### src/rtl/uart_pkg.sv
// Shared UART definitions: transmitter state encoding, parity modes and
// baud counter sizing, common to the transmitter and the future receiver.
package uart_pkg;

  typedef enum logic [2:0] {
    IDLE,
    START,
    DATA,
    PARITY,
    STOP
  } uart_tx_state_t;

  localparam int PAR_NONE = 0;
  localparam int PAR_ODD  = 1;
  localparam int PAR_EVEN = 2;

  function automatic int baud_cnt_width(input int clks_per_bit);
    return (clks_per_bit < 2) ? 1 : $clog2(clks_per_bit);
  endfunction

endpackage

### src/rtl/uart_baud_tick.sv
// Bit-period timer: counts 0..CLKS_PER_BIT-1 while run is high and
// pulses tick in the last cycle of each bit period.
module uart_baud_tick #(
  parameter int CLKS_PER_BIT = 434
) (
  input  logic clk,
  input  logic rstn,
  input  logic clear,
  input  logic run,
  output logic tick
);
  import uart_pkg::*;

  localparam int CNT_W = baud_cnt_width(CLKS_PER_BIT);
  localparam logic [CNT_W-1:0] CNT_LAST = CNT_W'(CLKS_PER_BIT - 1);

  if (CLKS_PER_BIT < 2) begin : g_bad_clks_per_bit
    $error("uart_baud_tick: CLKS_PER_BIT must be >= 2");
  end

  logic [CNT_W-1:0] cnt_q, cnt_d;

  // Clear takes priority so a new frame always starts on a full bit period.
  always_comb begin
    cnt_d = cnt_q;
    tick  = 1'b0;
    if (clear) begin
      cnt_d = '0;
    end else if (run) begin
      if (cnt_q == CNT_LAST) begin
        cnt_d = '0;
        tick  = 1'b1;
      end else begin
        cnt_d = cnt_q + 1'b1;
      end
    end
  end

  always_ff @(posedge clk or negedge rstn) begin
    if (!rstn) cnt_q <= '0;
    else       cnt_q <= cnt_d;
  end

endmodule

### src/rtl/uart_tx_frame.sv
// UART transmitter: accepts one word per ready/valid handshake and sends
// start, LSB-first data, optional parity and stop bits on tx_pin_out.
//
// state  | meaning
// IDLE   | line high, ready for a word
// START  | line low for one bit time
// DATA   | shift register LSB on line, DATA_BITS bit times
// PARITY | computed parity bit, one bit time
// STOP   | line high for STOP_BITS bit times, done pulse at the end
module uart_tx_frame #(
  parameter int CLKS_PER_BIT = 434,
  parameter int DATA_BITS    = 8,
  parameter int PARITY       = 0,
  parameter int STOP_BITS    = 1
) (
  input  logic                 clk,
  input  logic                 rstn,
  input  logic                 tx_valid,
  input  logic [DATA_BITS-1:0] tx_data,
  output logic                 tx_ready,
  output logic                 tx_busy,
  output logic                 tx_done_sig,
  output logic                 tx_pin_out
);
  import uart_pkg::*;

  localparam int IDX_W = 4;
  localparam logic [IDX_W-1:0] IDX_LAST = IDX_W'(DATA_BITS - 1);
  localparam logic             STOP_LAST = 1'(STOP_BITS - 1);

  if (DATA_BITS < 5 || DATA_BITS > 9) begin : g_bad_data_bits
    $error("uart_tx_frame: DATA_BITS must be in 5..9");
  end
  if (PARITY != PAR_NONE && PARITY != PAR_ODD && PARITY != PAR_EVEN) begin : g_bad_parity
    $error("uart_tx_frame: PARITY must be 0, 1 or 2");
  end
  if (STOP_BITS != 1 && STOP_BITS != 2) begin : g_bad_stop_bits
    $error("uart_tx_frame: STOP_BITS must be 1 or 2");
  end

  uart_tx_state_t       state_q, state_d;
  logic [DATA_BITS-1:0] shift_q, shift_d;
  logic [IDX_W-1:0]     bit_idx_q, bit_idx_d;
  logic                 stop_idx_q, stop_idx_d;
  logic                 par_q, par_d;
  logic                 done_q, done_d;
  logic                 accept;
  logic                 tick;

  assign tx_ready    = (state_q == IDLE);
  assign tx_busy     = ~tx_ready;
  assign tx_done_sig = done_q;
  assign accept      = tx_valid & tx_ready;

  uart_baud_tick #(
    .CLKS_PER_BIT (CLKS_PER_BIT)
  ) u_baud_tick (
    .clk   (clk),
    .rstn  (rstn),
    .clear (accept),
    .run   (tx_busy),
    .tick  (tick)
  );

  always_comb begin
    state_d    = state_q;
    shift_d    = shift_q;
    bit_idx_d  = bit_idx_q;
    stop_idx_d = stop_idx_q;
    par_d      = par_q;
    done_d     = 1'b0;
    case (state_q)
      IDLE: begin
        if (accept) begin
          state_d    = START;
          shift_d    = tx_data;
          par_d      = (^tx_data) ^ (PARITY == PAR_ODD);
          bit_idx_d  = '0;
          stop_idx_d = 1'b0;
        end
      end
      START: begin
        if (tick) state_d = DATA;
      end
      DATA: begin
        if (tick) begin
          shift_d = shift_q >> 1;
          if (bit_idx_q == IDX_LAST) begin
            bit_idx_d = '0;
            state_d   = (PARITY == PAR_NONE) ? STOP : uart_pkg::PARITY;
          end else begin
            bit_idx_d = bit_idx_q + 1'b1;
          end
        end
      end
      uart_pkg::PARITY: begin
        if (tick) state_d = STOP;
      end
      STOP: begin
        if (tick) begin
          if (stop_idx_q == STOP_LAST) begin
            state_d    = IDLE;
            stop_idx_d = 1'b0;
            done_d     = 1'b1;
          end else begin
            stop_idx_d = 1'b1;
          end
        end
      end
      default: state_d = IDLE;
    endcase
  end

  // Line decoded from registered state so reset forces it high at once.
  always_comb begin
    tx_pin_out = 1'b1;
    case (state_q)
      START:            tx_pin_out = 1'b0;
      DATA:             tx_pin_out = shift_q[0];
      uart_pkg::PARITY: tx_pin_out = par_q;
      default:          tx_pin_out = 1'b1;
    endcase
  end

  always_ff @(posedge clk or negedge rstn) begin
    if (!rstn) begin
      state_q    <= IDLE;
      shift_q    <= '0;
      bit_idx_q  <= '0;
      stop_idx_q <= 1'b0;
      par_q      <= 1'b0;
      done_q     <= 1'b0;
    end else begin
      state_q    <= state_d;
      shift_q    <= shift_d;
      bit_idx_q  <= bit_idx_d;
      stop_idx_q <= stop_idx_d;
      par_q      <= par_d;
      done_q     <= done_d;
    end
  end

endmodule

### config.mk
export PLATFORM = sky130hd
export DESIGN_NAME = uart_tx_frame
export DESIGN_NICKNAME = d
export VERILOG_FILES = /design/src/rtl/uart_pkg.sv /design/src/rtl/uart_baud_tick.sv /design/src/rtl/uart_tx_frame.sv
export SDC_FILE = /design/constraint.sdc
export NUM_CORES = 1
export LEC_CHECK = 0
export BUFFER_PORTS_ARGS = -buffer_cell sky130_fd_sc_hd__buf_2
export CAP_MARGIN = 40
export CORE_ASPECT_RATIO = 1.5
export CORE_MARGIN = 2
export CORE_UTILIZATION = 45
export DETAILED_ROUTE_END_ITERATION = 10
export HOLD_SLACK_MARGIN = 0.08
export PLACE_DENSITY_LB_ADDON = 0.15
export SETUP_SLACK_MARGIN = 0.5
export SYNTH_ARGS = -nofsm -noshare
export SYNTH_HDL_FRONTEND = slang
export SYNTH_SLANG_ARGS = --single-unit
### constraint.sdc
create_clock -name clk -period 5.4 [get_ports clk]
set_clock_uncertainty 0.1 [all_clocks]
set_input_delay 1.35 -clock clk [delete_from_list [all_inputs] [get_ports clk]]
set_output_delay 1.35 -clock clk [all_outputs]
set_load 0.01 [all_outputs]
## Word level (Yosys, flattened, before mapping)

Index checks and enable logic that the tools add are counted.

- Output and inout bits: 4
- Latch bits: 0
- Memory bits (writable): 0
- Register bits: 27
- Bits of input ports: 11
- Memories kept: 0
- Bits in read-only memories: 0

- Reduce and logical (&&, ||, !) cells: 8
- $lt $le $gt $ge: 0
- Add/subtract/negate cells: 2
- Multiply operators: 0
- Bitwise gates (word level): 2
- Mux-type cells: 29
- Shift-type cells: 0
- Divide/modulo/power cells: 0
- Eq/ne operators: 13

Operators with widths:

| cell | count |
|---|---|
| 9-bit two-way mux | 3 |
| 3-bit two-way mux | 7 |
| 8-bit two-way mux | 2 |
| 8-bit one-hot mux with 2 select lines | 1 |
| 3-bit one-hot mux with 5 select lines | 1 |
| 4-bit two-way mux | 3 |
| 2-bit != test (second input constant) | 6 |
| 9-bit by 1-bit adder with 9-bit output (second input constant) | 1 |
| 9-bit == test (second input constant) | 1 |
| 1-bit two-way mux | 9 |
| 4-bit one-hot mux with 2 select lines | 1 |
| 8-bit XOR reduction | 1 |
| 7-bit AND reduction | 1 |
| 3-bit by 2-bit == test with 1-bit output (second input constant) | 2 |
| 3-bit AND reduction | 2 |
| 4-bit by 1-bit adder with 4-bit output (second input constant) | 1 |
| 4-bit by 3-bit == test with 1-bit output (second input constant) | 1 |
| 2-bit nonzero test | 2 |
| 3-bit by 1-bit == test with 1-bit output (second input constant) | 1 |
| 3-bit == test (second input constant) | 1 |
| 3-bit zero test | 1 |
| 1-bit one-hot mux with 3 select lines | 1 |
| 2-bit by 1-bit != test with 1-bit output (second input constant) | 1 |
| 1-bit one-hot mux with 2 select lines | 1 |
| 3 further kinds | 3 |

## Logic depth before layout (Yosys ltp)

Gate-level depths: netlist of run 1.

- Depth in word-level cells: 6
- Gate-level depth with buffers: 7
- Mapped depth without buffers: 6

## By module

A second synthesis of run 1 with hierarchy kept.

- Cell total of the unflattened synthesis: 152
- Area, all modules: 1446.4 µm²

By module, submodules not included:

| module | instances | cells each | sequential area each (µm²) | area an instance (µm²) |
|---|---|---|---|---|
| uart_tx_frame | 1 | 96 | 425.4 | 930.9 |
| uart_baud_tick | 1 | 56 | 225.2 | 515.5 |

## Least setup slack after synthesis of run 1

OpenSTA, ideal clock, no wires.

- Kind: reg-to-output
- Start point: register state_q[1]
- End point: output port tx_busy
- Setup slack: 2941 ps
- Arrival time: 1009 ps
- Buffers on the path: 1
- Cell stages (with the launch flop): 4
- Path through: dfrtp_1 buf_6 nor3_4 inv_1

- Word-level cells in the longest chain between the ends: 2

Ends and longest elaborated chain:

| what | RTL line | RTL |
|---|---|---|
| from (decl) | uart_tx_frame.sv:41 | `uart_tx_state_t state_q, state_d;` |
| from (signal assigned) | uart_tx_frame.sv:134 | `state_q <= state_d;` |
| 3-bit zero test | uart_tx_frame.sv:50 | `assign tx_ready = (state_q == IDLE);` |
| via tx_ready | uart_tx_frame.sv:20 | `output logic tx_ready,` |
| 1-bit inverter | uart_tx_frame.sv:51 | `assign tx_busy = ~tx_ready;` |
| to (decl) | uart_tx_frame.sv:21 | `output logic tx_busy,` |

The timed path passes the listed nets, and every way through them passes these cells.

## Worst setup path after layout of run 1

- Start point: register state_q[1]
- End point: output port tx_busy

- Word-level cells in the longest chain between the ends: 2

Ends and longest elaborated chain:

| what | RTL line |
|---|---|
| 3-bit zero test | uart_tx_frame.sv:50 |
| 1-bit inverter | uart_tx_frame.sv:51 |

No other way between the ends.

==> results_dict.tcl, run 1 <==
set metrics [dict create \
    async_flop_share_pct 100 \
    area_delta_synth_final_pct 8.87 \
    antenna_found_initial 0 \
    drive_gt1_share_pct 30.5 \
    layout.cells.most_common "dfrtp_1" \
    p_leak_nw 0.743 \
    clock_path_buffers 2 \
    start_util_pct 47.3 \
    syn_inst 137 \
    yosys_warnings 0 \
    hp-class "reg2reg" \
    design.core.area_um2 3160 \
    min_period_ps 3010 \
    dp.cells 187 \
    crit_slowest_cell "dfrtp_1" \
    synth_seq_cells 26 \
    fp-row-count 25 \
    avgSynthCellArea_um2 10.9 \
    via_count 1056 \
    drc 0 \
    grt_pass1_wl_um 4910 \
    num_antenna_cells 0 \
    postRouteAntennaNets 0 \
    io_buffers 14 \
    required_ps 3950 \
    peakVddDrop_v 0.000131 \
    first_iter_violations 22 \
    power_mw 0.342 \
    tightestPinTransition_ps 637 \
    die_h_um 74.6 \
    final_cells 191 \
    gp_congestion 0.730 \
    maxSlewHeadroom_pct 57.5 \
    fin_nets 166 \
    status "complete, no violations" \
    cts_tree "built" \
    track_usage_pct 17.1 \
    power_density_nw_per_um2 210 \
    clkTransAtPathRegs_ps 90 \
    synth_edf_count 0 \
    finalSetupTns_ps 0 \
    layout_common_cells "26 x dfrtp_1, 14 x nand2_1, 14 x buf_2" \
    drv_slew 0 \
    ys_seq_area_share_pct 43.5 \
    die_area_um2 3810 \
    vias_per_cell 5.53 \
    clock-root-buffer "clkbuf_8" \
    pin_count 15 \
    place_area_um2 1570 \
    dr.pass1.iters 4 \
    fin_area_um2 1630 \
    critPathLaunchType "flip-flop" \
    hold_violations 0 \
    cts.sinks 26 \
    post_cts_resized 0 \
    setup_violations 0 \
    syn_area_um2 1500 \
    synth_cell_types 39 \
    cpPeakStageDelay_ps 490 \
    grt_setup_unrepaired "false" \
    grt_pass1_vias 1081 \
    synth_flop_cell "dfrtp_1" \
    totalWireLength_um 2900 \
    endpoint_kind "output pin" \
    cts_buffers 3 \
    gr-total-overflow 0 \
    fp.dieW_um 51.1 \
    crit_fanout 8 \
    holdBufCountCts 0 \
    max_cap_viol_count 0 \
    hold_slack_ps 411 \
    fmax_mhz 333 \
    cp_cell_sequence "nor3_4 -> inv_1 -> buf_2" \
    wl_per_cell_um 15.2 \
    cts_max_level 1 \
    path_class "reg2out" \
    timing.final.crit_share_pct 55.7 \
    clock_latency_ps 270 \
    post_cts_buffers 0 \
    grt_max_degree 27 \
    r2r_setup_slack_ps 3200 \
    hpwl_um 2160 \
    syn_nets 151 \
    critPathArrivalTime_ps 1560 \
]
[report_power, final]
part / switching, mW / internal (mW) / leakage, nW
Combinational: 0.0118 / 0.0103 / 0.386
Clock: 0.0603 / 0.0651 / 0.0288
Sequential: 0 / 0.195 / 0.327
Total: 0.0722 / 0.270 / 0.743
[through the flow]
step                setup WS (ps)  utilization (%)
floorplan                    2940                -
finish                       2390             51.5
detailed placement           2690             49.8
CTS                          2380             51.5
global route                 2290             51.5
global placement             2760             49.8
[critical path, delay by kind of cell (launching register included)]
kind | cells | cell delay (ps)
flip-flops | 1 | 490
buffers and inverters | 2 | 380
AND/OR/NAND/NOR | 1 | 420
[worst paths after layout]
check | endpoint | cells past startpoint | start
worst min register to register | shift_q[7] | 1 | shift_q[7]
worst max-delay path | tx_busy | 3 | state_q[1]
max in group asynchronous | u_baud_tick.cnt_q[5] | 1 | rstn
min in group asynchronous | bit_idx_q[1] | 1 | rstn
worst max register to register | shift_q[0] | 5 | u_baud_tick.cnt_q[0]
worst min-delay path | shift_q[7] | 1 | shift_q[7]
[synth_stat cells, types with 2 or more instances]
| cell type | instances | area [um^2] |
|---|---|---|
| dfrtp_1 | 26 | 651 |
| nand2_1 | 14 | 52.6 |
| o21ai_0 | 12 | 60.1 |
| mux2_2 | 9 | 101 |
| nor2_1 | 7 | 26.3 |
| xnor2_1 | 7 | 61.3 |
| mux2_4 | 6 | 90.1 |
| inv_1 | 5 | 18.8 |
| a21oi_1 | 3 | 15.0 |
| ha_1 | 3 | 37.5 |
| nand2b_1 | 3 | 18.8 |
| nand3_1 | 3 | 15.0 |
| nor3_1 | 3 | 15.0 |
| o22ai_1 | 3 | 18.8 |
| a21o_2 | 2 | 17.5 |
| a22o_1 | 2 | 17.5 |
| a22o_2 | 2 | 20.0 |
| a22oi_1 | 2 | 15.0 |
| buf_6 | 2 | 22.5 |
| nand4_1 | 2 | 12.5 |
| or3_1 | 2 | 12.5 |
| xor2_1 | 2 | 17.5 |
[registers in the layout, summed over array words and instances, names as in the netlist]
name,count
state_q,3
bit_idx_q,4
tx_done_sig,1
u_baud_tick.cnt_q,9
shift_q,8
par_q,1
[kinds of logic (layout without fill, tap and decap cells)]
family / count (synthesis) / in the layout / synth area share (%)
buffers and inverters: 9 / 23 / 4.10
AND/OR/NAND/NOR: 44 / 44 / 17.2
XOR/XNOR: 9 / 9 / 5.27
AO/OA/AOI/OAI: 30 / 30 / 14.0
adder cells (fa/ha/maj): 3 / 3 / 2.51
flip-flops: 26 / 26 / 43.5
multiplexers: 16 / 16 / 13.5
[per-layer routing]
layer / vias up / part of all wire (%) / track usage, %
met3: 2 / 2.2 / 2.41
met2: 13 / 56 / 31.2
met5: - / 0 / 0
li1: 516 / - / -
met4: 0 / 0.83 / 6.91
met1: 525 / 41 / 20.0
[final cells by class]
class	instances	area (um^2)
Fill cell	294	1530
Multi-Input combinational cell	102	783
Sequential cell	26	651
Timing Repair Buffer	14	70.1
Clock buffer	4	55.1
Tap cell	40	50.0
Inverter	5	18.8
(Power assumes the default switching activity.)
==> inputs of run 2 (changes only) <==
Clock period 5.4 ns to 3 ns, I/O delays scaled along.
==> results_dict.tcl, run 2 (synthesized netlist as in run 1, its figures left out) <==
set metrics [dict create \
    status "complete, no violations" \
    grt_pass1_vias 1059 \
    post_cts_resized 0 \
    clock_latency_ps 270 \
    wl_per_cell_um 14.3 \
    holdBufCountCts 0 \
    fin_nets 166 \
    power.switching_mw 0.125 \
    pwr-share-comb_pct 6.5 \
    drc 0 \
    power.share.clock_pct 36.2 \
    grt_max_degree 27 \
    critPathArrivalTime_ps 1490 \
    max_cap_viol_count 0 \
    clock_path_buffers 2 \
    tightestPinTransition_ps 639 \
    vias_per_cell 5.40 \
    place_ws_ps 846 \
    finalSetupTns_ps 0 \
    power_mw 0.611 \
    power_density_nw_per_um2 375 \
    p_sw_share_pct 20.5 \
    pin_count 15 \
    fp-row-count 25 \
    dr.pass1.iters 4 \
    clkTransAtPathRegs_ps 90 \
    die_area_um2 3810 \
    drive_gt1_share_pct 30.5 \
    fp.dieW_um 51.1 \
    endpoint_kind "output pin" \
    postRouteAntennaNets 0 \
    regMostFlops "u_baud_tick.cnt_q" \
    final_cells 191 \
    via_count 1031 \
    cts_tree "built" \
    r2r_setup_slack_ps 830 \
    crit_fanout 8 \
    required_ps 2150 \
    fmax_mhz 428 \
    layout.cells.most_common "dfrtp_1" \
    design.core.area_um2 3160 \
    start_util_pct 47.3 \
    hpwl_um 2060 \
    die_h_um 74.6 \
    setup_violations 0 \
    cts_buffers 3 \
    largest_reg_flops 9 \
    post_cts_buffers 0 \
    hold_violations 0 \
    hold_slack_ps 364 \
    cts_max_level 1 \
    io_buffers 14 \
    hp-class "in2async" \
    first_iter_violations 16 \
    peakVddDrop_v 0.000189 \
    gr-total-overflow 0 \
    timing.final.crit_share_pct 77.9 \
    reg.largest.list "u_baud_tick.cnt_q x9, shift_q x8, bit_idx_q x4" \
    min_period_ps 2340 \
    cts.sinks 26 \
    grt_pass1_wl_um 4750 \
    p_leak_nw 0.743 \
    path_class "reg2out" \
    gp_congestion 0.774 \
    critPathLaunchType "flip-flop" \
    area_delta_synth_final_pct 8.87 \
    drv_slew 0 \
    grt_setup_unrepaired "false" \
    clock-root-buffer "clkbuf_8" \
    layout_common_cells "26 x dfrtp_1, 14 x nand2_1, 14 x buf_2" \
    num_antenna_cells 0 \
    antenna_found_initial 0 \
    track_usage_pct 16.7 \
    cell_internal_pwr_mw 0.486 \
    worst_slack_ps 662 \
    totalWireLength_um 2720 \
    maxSlewHeadroom_pct 57.3 \
    dp.cells 187 \
    p_seq_share_pct 57.3 \
]
-- run 2: cell counts in the layout (fill, tap and decap cells not counted) --
Identical to the previous run, type by type.
-- run 2: critical path: stages, from the launching register on --
cell and delay [ps]:
dfrtp_1 480, nor3_4 380, inv_1 180, buf_2 180
-- run 2: layout make-up --
cell class | count | area, um^2
Fill cell | 292 | 1530
Clock buffer | 4 | 55.1
Inverter | 5 | 18.8
Multi-Input combinational cell | 102 | 783
Tap cell | 40 | 50.0
Sequential cell | 26 | 651
Timing Repair Buffer | 14 | 70.1
-- run 2: path summary, 6_finish.rpt --
path                                            from                   end  cells past startpoint
worst min register to register                 par_q                 par_q                      2
min in group clk                               par_q                 par_q                      2
worst max-delay path                      state_q[1]               tx_busy                      3
worst min-delay path                            rstn                 par_q                      1
max in group asynchronous                       rstn  u_baud_tick.cnt_q[6]                      1
worst max register to register  u_baud_tick.cnt_q[0]            shift_q[1]                      5
-- run 2: through the flow --
stage	cell area [um^2]	utilization, %
2_1_floorplan	1500	-
3_3_place_gp	1570	49.8
3_5_place_dp	1570	49.8
4_1_cts	1630	51.5
5_1_grt	1630	51.5
6_report	1630	51.5
-- run 2: metal layers --
metal / up-vias / global-route usage, % / wire length [um]
met4: 0 / 9.31 / 40
met5: - / 0 / 0
li1: 525 / - / -
met2: 16 / 28.4 / 1400
met3: 4 / 2.21 / 72
met1: 486 / 20.4 / 1210
-- run 2: power by group through the flow --
stage | Sequential, mW | Clock [mW] | Combinational, mW
after global routing | 0.350 | 0.249 | 0.0447
after global placement | 0.357 | 0 | 0.0408
final | 0.350 | 0.221 | 0.0397
after detailed placement | 0.357 | 0 | 0.0410
after floorplan | 0.357 | 0 | 0.0197
after CTS | 0.350 | 0.234 | 0.0413
